==> src/rtl/mem_bus_arbiter_if.sv <==
// Signal bundle between the I/D pipeline requesters, the arbiter and the shared memory bus.
// The arbiter takes the master view; the environment (pipeline + bus) takes the slave view.
interface mem_bus_arbiter_if;
    logic        ireq;
    logic [31:0] iaddr;
    logic        dreq;
    logic        dwrite;
    logic [1:0]  dsize;
    logic [31:0] daddr;
    logic [31:0] dwdata;
    logic [31:0] baddr;
    logic        breq;
    logic        bwrite;
    logic [1:0]  bsize;
    logic [31:0] bwdata;
    logic        bbusy;
    logic        bready_n;
    logic [31:0] brdata;
    logic [31:0] rdata;
    logic        i_done;
    logic        d_done;
    logic        i_stall;
    logic        d_stall;

    modport master (
        input  ireq, iaddr, dreq, dwrite, dsize, daddr, dwdata,
        input  bbusy, bready_n, brdata,
        output baddr, breq, bwrite, bsize, bwdata,
        output rdata, i_done, d_done, i_stall, d_stall
    );

    modport slave (
        output ireq, iaddr, dreq, dwrite, dsize, daddr, dwdata,
        output bbusy, bready_n, brdata,
        input  baddr, breq, bwrite, bsize, bwdata,
        input  rdata, i_done, d_done, i_stall, d_stall
    );
endinterface

==> src/rtl/mem_bus_arbiter.sv <==
// Shares one memory bus between fetch (I) and memory-access (D); D has priority,
// a starvation counter forces an I grant after STARVE_MAX back-to-back D grants.
module mem_bus_arbiter #(
    parameter int STARVE_MAX = 4
) (
    input logic               clk,
    input logic               rst,
    mem_bus_arbiter_if.master bus
);

    typedef enum logic [1:0] {IDLE, GNT_D, GNT_I} state_t;

    localparam logic [3:0] STARVE_LIM = 4'(STARVE_MAX);

    state_t     state;
    logic [3:0] starve_cnt;
    logic       i_elig;
    logic       d_elig;

    // A side whose done pulse is high is finishing, not asking again.
    assign i_elig      = bus.ireq & ~bus.i_done;
    assign d_elig      = bus.dreq & ~bus.d_done;
    assign bus.i_stall = bus.ireq & ~bus.i_done;
    assign bus.d_stall = bus.dreq & ~bus.d_done;

    always_ff @(posedge clk or negedge rst) begin
        if (!rst) begin
            state      <= IDLE;
            starve_cnt <= '0;
            bus.baddr  <= '0;
            bus.breq   <= 1'b0;
            bus.bwrite <= 1'b0;
            bus.bsize  <= '0;
            bus.bwdata <= '0;
            bus.rdata  <= '0;
            bus.i_done <= 1'b0;
            bus.d_done <= 1'b0;
        end else begin
            bus.i_done <= 1'b0;
            bus.d_done <= 1'b0;
            if (!bus.ireq) begin
                starve_cnt <= '0;
            end
            case (state)
                IDLE: begin
                    if (!bus.bbusy) begin
                        if (i_elig && (starve_cnt == STARVE_LIM || !d_elig)) begin
                            state      <= GNT_I;
                            bus.baddr  <= bus.iaddr;
                            bus.breq   <= 1'b1;
                            bus.bwrite <= 1'b0;
                            bus.bsize  <= 2'b10;
                            bus.bwdata <= '0;
                        end else if (d_elig) begin
                            state      <= GNT_D;
                            bus.baddr  <= bus.daddr;
                            bus.breq   <= 1'b1;
                            bus.bwrite <= bus.dwrite;
                            bus.bsize  <= bus.dsize;
                            bus.bwdata <= bus.dwdata;
                        end
                    end
                end
                GNT_D, GNT_I: begin
                    // Bus registers are frozen until the slave completes the transfer.
                    if (!bus.bready_n) begin
                        state      <= IDLE;
                        bus.rdata  <= bus.brdata;
                        bus.baddr  <= '0;
                        bus.breq   <= 1'b0;
                        bus.bwrite <= 1'b0;
                        bus.bsize  <= '0;
                        bus.bwdata <= '0;
                        if (state == GNT_I) begin
                            bus.i_done <= 1'b1;
                            starve_cnt <= '0;
                        end else begin
                            bus.d_done <= 1'b1;
                            if (bus.ireq && starve_cnt != STARVE_LIM) begin
                                starve_cnt <= starve_cnt + 4'd1;
                            end
                        end
                    end
                end
                default: state <= IDLE;
            endcase
        end
    end

endmodule

==> src/flat_wrapper.sv <==
// flat-port wrapper written by rule: the top's interface ports become plain ports
module mem_bus_arbiter_flat 
#(
    parameter int STARVE_MAX = 4
)
  (clk, rst, bus_ireq, bus_iaddr, bus_dreq, bus_dwrite, bus_dsize, bus_daddr, bus_dwdata, bus_bbusy, bus_bready_n, bus_brdata, bus_baddr, bus_breq, bus_bwrite, bus_bsize, bus_bwdata, bus_rdata, bus_i_done, bus_d_done, bus_i_stall, bus_d_stall);
  mem_bus_arbiter_if bus_i ();
  input logic clk;
  input logic rst;
  input wire logic [$bits(bus_i.ireq)-1:0] bus_ireq;
  input wire logic [$bits(bus_i.iaddr)-1:0] bus_iaddr;
  input wire logic [$bits(bus_i.dreq)-1:0] bus_dreq;
  input wire logic [$bits(bus_i.dwrite)-1:0] bus_dwrite;
  input wire logic [$bits(bus_i.dsize)-1:0] bus_dsize;
  input wire logic [$bits(bus_i.daddr)-1:0] bus_daddr;
  input wire logic [$bits(bus_i.dwdata)-1:0] bus_dwdata;
  input wire logic [$bits(bus_i.bbusy)-1:0] bus_bbusy;
  input wire logic [$bits(bus_i.bready_n)-1:0] bus_bready_n;
  input wire logic [$bits(bus_i.brdata)-1:0] bus_brdata;
  output wire logic [$bits(bus_i.baddr)-1:0] bus_baddr;
  output wire logic [$bits(bus_i.breq)-1:0] bus_breq;
  output wire logic [$bits(bus_i.bwrite)-1:0] bus_bwrite;
  output wire logic [$bits(bus_i.bsize)-1:0] bus_bsize;
  output wire logic [$bits(bus_i.bwdata)-1:0] bus_bwdata;
  output wire logic [$bits(bus_i.rdata)-1:0] bus_rdata;
  output wire logic [$bits(bus_i.i_done)-1:0] bus_i_done;
  output wire logic [$bits(bus_i.d_done)-1:0] bus_d_done;
  output wire logic [$bits(bus_i.i_stall)-1:0] bus_i_stall;
  output wire logic [$bits(bus_i.d_stall)-1:0] bus_d_stall;
  assign bus_i.ireq = bus_ireq;
  assign bus_i.iaddr = bus_iaddr;
  assign bus_i.dreq = bus_dreq;
  assign bus_i.dwrite = bus_dwrite;
  assign bus_i.dsize = bus_dsize;
  assign bus_i.daddr = bus_daddr;
  assign bus_i.dwdata = bus_dwdata;
  assign bus_i.bbusy = bus_bbusy;
  assign bus_i.bready_n = bus_bready_n;
  assign bus_i.brdata = bus_brdata;
  assign bus_baddr = bus_i.baddr;
  assign bus_breq = bus_i.breq;
  assign bus_bwrite = bus_i.bwrite;
  assign bus_bsize = bus_i.bsize;
  assign bus_bwdata = bus_i.bwdata;
  assign bus_rdata = bus_i.rdata;
  assign bus_i_done = bus_i.i_done;
  assign bus_d_done = bus_i.d_done;
  assign bus_i_stall = bus_i.i_stall;
  assign bus_d_stall = bus_i.d_stall;
  mem_bus_arbiter #(.STARVE_MAX(STARVE_MAX)) u_core (.clk(clk), .rst(rst), .bus(bus_i));
endmodule
==> config.mk <==
export PLATFORM = sky130hd
export DESIGN_NAME = mem_bus_arbiter_flat
export DESIGN_NICKNAME = d
export VERILOG_FILES = /design/src/rtl/mem_bus_arbiter_if.sv /design/src/rtl/mem_bus_arbiter.sv /design/src/flat_wrapper.sv
export SDC_FILE = /design/constraint.sdc
export NUM_CORES = 1
export LEC_CHECK = 0
export ABC_AREA = 1
export BUFFER_PORTS_ARGS = -buffer_cell sky130_fd_sc_hd__buf_2
export CORE_ASPECT_RATIO = 2
export CORE_MARGIN = 1.5
export CORE_UTILIZATION = 50
export DETAILED_ROUTE_END_ITERATION = 10
export HOLD_SLACK_MARGIN = 0.15
export PLACE_DENSITY = 0.86
export SYNTH_ARGS = -nofsm -noshare
export SYNTH_HDL_FRONTEND = slang
export SYNTH_SLANG_ARGS = --single-unit
==> constraint.sdc <==
create_clock -name clk -period 3.1 [get_ports clk]
set_input_delay 0.155 -clock clk [delete_from_list [all_inputs] [get_ports clk]]
set_output_delay 0.155 -clock clk [all_outputs]
set_load 0.01 [all_outputs]
==> metrics.txt <==
power per cell area slightly above 900 mW/mm²; full die area 0.0107 mm²; worst r2r dst u_core.bus.baddr[24]; Final setup viols 0; CP max FO 69; clock period minus worst slack between 2000 and 3000 ps; die span in y 145 µm; wire per inst between 15 and 20 µm; CTS Sinks approximately 110; Routed WL about 16000 µm; syn avg cell area ~8.3 µm²; Hold Path Sink u_core.bus.baddr[10]; clock transition at the registers of the reported paths about 70 ps; setup bufs post-CTS 0; RSZ-0062 raised after global routing no; Clock Power Share between 10% and 20%; Post-Synth Adder-Cell Area about 1.2%; number of synthesized register bits between 100 and 150; R2R depth 10; static leakage 4.18 nW; grt total ovfl 0; WP data arrival just under 3000 ps; Synth Area in Simple Gates approximately 33%; cell row count roughly 50; final hold vios 0; Max VDD drop around 0.9 mV; largest family of logic cells by synthesized area simple AND/OR/NAND/NOR gates; RD Place Congestion approximately 0.79; Vias about 5500; Worst Skew about 9.5 ps; vias per cell around 5.2; initial antenna violation count 0; Post-Synth XOR/XNOR Area 0.175%; Internal Power approximately 0.0037 W; HPWL Detailed between 9000 and 10000 µm; Worst Hold Class input port to register; status finished, final reports clean; Unique masters post-synth 24; Crit Path Class input port to register; hold_sp bus_iaddr[10]; Slew Viols, Final 0; root buffer cell clkbuf_16; commonest non-fill, non-tap cell in the layout nand2_1; number of remaining DRC errors 0; H-Tree Depth 3; nets 1063; switching share of power around 45%; Layout area overhead 48.5%; 1st-iter DRT viols ~430; n_diodes 0; Setup crit start kind input port; multiplexer share of the synthesized area 0%; met3 Use GR 5.16%; share of layout cells above drive strength 1 30.5%; Bufs on Longest Clock Path 2; # IOs ~240; Skew-Pair Late Insertion Delay approximately 340 ps; Placed Cells incl. Taps ~940; first-pass GRT wire length 25200 µm; TritonCTS clock tree done; Worst Setup SP bus_ireq; Period Utilization, post-route 88.5%; fmax around 0.36 GHz; Crit path required time approximately 3300 ps; CTS Buf Count 9; Slew headroom approximately 40%; FF-to-FF setup slack 390 ps; most frequent cells in the layout nand2_1 (277), buf_2 (239), dfrtp_1 (108); vias in the first global route around 5400; largest net degree at the start of global routing 70; Combinational Power Share 50.9%; Die X around 74 µm; drt pass-1 iters 5; met2 Usage GRT between 50% and 60%; Least-Margin Pin Slew 880 ps; Max Cap Viol 0; syn_nets between 700 and 800; Critical Path Sink Type register; port bufs 240; Hold Path Cell Cnt 5; routing usage on met1 34.4%; Starting Density between 50% and 60%; synth warn 0; sequential-to-total area share from yosys stat between 50 and 60%; Mapped Area about 0.005 mm²; Synth Area in Compound Gates ~5%; setup_tns 0 ps; cell area after layout ~0.0074 mm²; Core Area ~0.01 mm²; dpl cell area approximately 0.0062 mm²; P_sw 0.00303 W; Total Routing Usage GR between 30% and 40%; sequential share of power 34.0%; filler instances between 600 and 700; post-synthesis cell count between 600 and 700; Worst Hold Slack 161 ps; Non-Filler Instances around 1100; ANT nets after route 0; layer with the highest usage met2; reg2reg start u_core.starve_cnt[0]
worst max-delay path by stage:
stage          slack (ps)                    end  cells after the start
2_1_floorplan        1550  u_core.bus.bwdata[10]                     12
3_3_place_gp         1010    u_core.bus.baddr[7]                      9
3_5_place_dp          970    u_core.bus.baddr[7]                      9
4_1_cts               450   u_core.bus.baddr[24]                     10
5_1_grt               230   u_core.bus.baddr[24]                     10
6_report              360   u_core.bus.baddr[24]                     10
synth_stat cells (all sizes together):
cell | count | share of area (%)
nand2 | 282 | 22
o22ai | 1 | 0.13
inv | 18 | 1.4
nand3b | 1 | 0.15
ha | 5 | 1.2
buf | 30 | 4.2
nor2 | 4 | 0.50
o21ai | 39 | 4.6
nand3 | 105 | 11
o211ai | 1 | 0.15
a31oi | 1 | 0.13
clkbuf | 10 | 0.75
dfrtp | 108 | 54
xor2 | 1 | 0.17
metal layers:
metal / up-vias / share of wire [%]
met1: 2530 / 36
met4: 0 / 4.7
li1: 2565 / -
met2: 292 / 53
met5: - / 0
met3: 66 / 5.9
kinds of logic (layout without fill, tap and decap cells):
family | count (synthesis) | after routing
and+or+nand+nor | 392 | 392
buffers and inverters | 58 | 376
AOI/OAI and AO/OA | 42 | 42
adders and majority gates | 5 | 5
xor gates and xnor gates | 1 | 1
DFF | 108 | 108
state kept, by name, summed over array words and instances, names as in the netlist:
signal	count
u_core.bus.bwdata	32
u_core.bus.breq	1
u_core.bus.i_done	1
u_core.bus.rdata	32
u_core.bus.baddr	32
u_core.starve_cnt	4
u_core.state	2
u_core.bus.bsize	2
u_core.bus.d_done	1
u_core.bus.bwrite	1
power groups by stage:
stage,clock network [W],registers [W],logic [W]
floorplan,0,0.00253,0.00206
global placement,0,0.00227,0.00318
detailed placement,0,0.00227,0.00326
CTS,0.00105,0.00227,0.00338
global route,0.00110,0.00235,0.00379
finish,0.00102,0.00229,0.00343
worst max-delay path: stages:
cell,delay [ps]
dlygate4sd3_1,520
buf_2,160
nand2_2,80
inv_2,490
nand2_4,530
nand2_1,220
nand2_1,80
dlygate4sd3_1,560
nand3_1,60
nand2_1,60
stage by stage:
stage / util, % / setup WS (ps) / power [W]
after CTS: 76.2 / 446 / 0.00669
after global routing: 76.2 / 232 / 0.00724
after floorplan: - / 1550 / 0.00459
final: 76.2 / 355 / 0.00674
after detailed placement: 63.4 / 967 / 0.00554
after global placement: 63.4 / 1010 / 0.00546
timing repair:
action                                 4_1_cts  5_1_grt
hold buffers                                99        0
endpoints found under the hold margin      156        0
resized for setup                            0        0
layout make-up:
type                       instances  area (µm²)  share of cell area (%)
sequential                       108        2700                    36.3
clock buffer                      10         229                    3.08
multi-input combinational        440        1980                    26.7
clock inverter                     4        28.8                   0.387
inverter                          18        70.1                   0.942
timing repair buffer             344        2260                    30.4
tap                              132         165                    2.22
No activity file was read; power rests on OpenSTA's default activity.
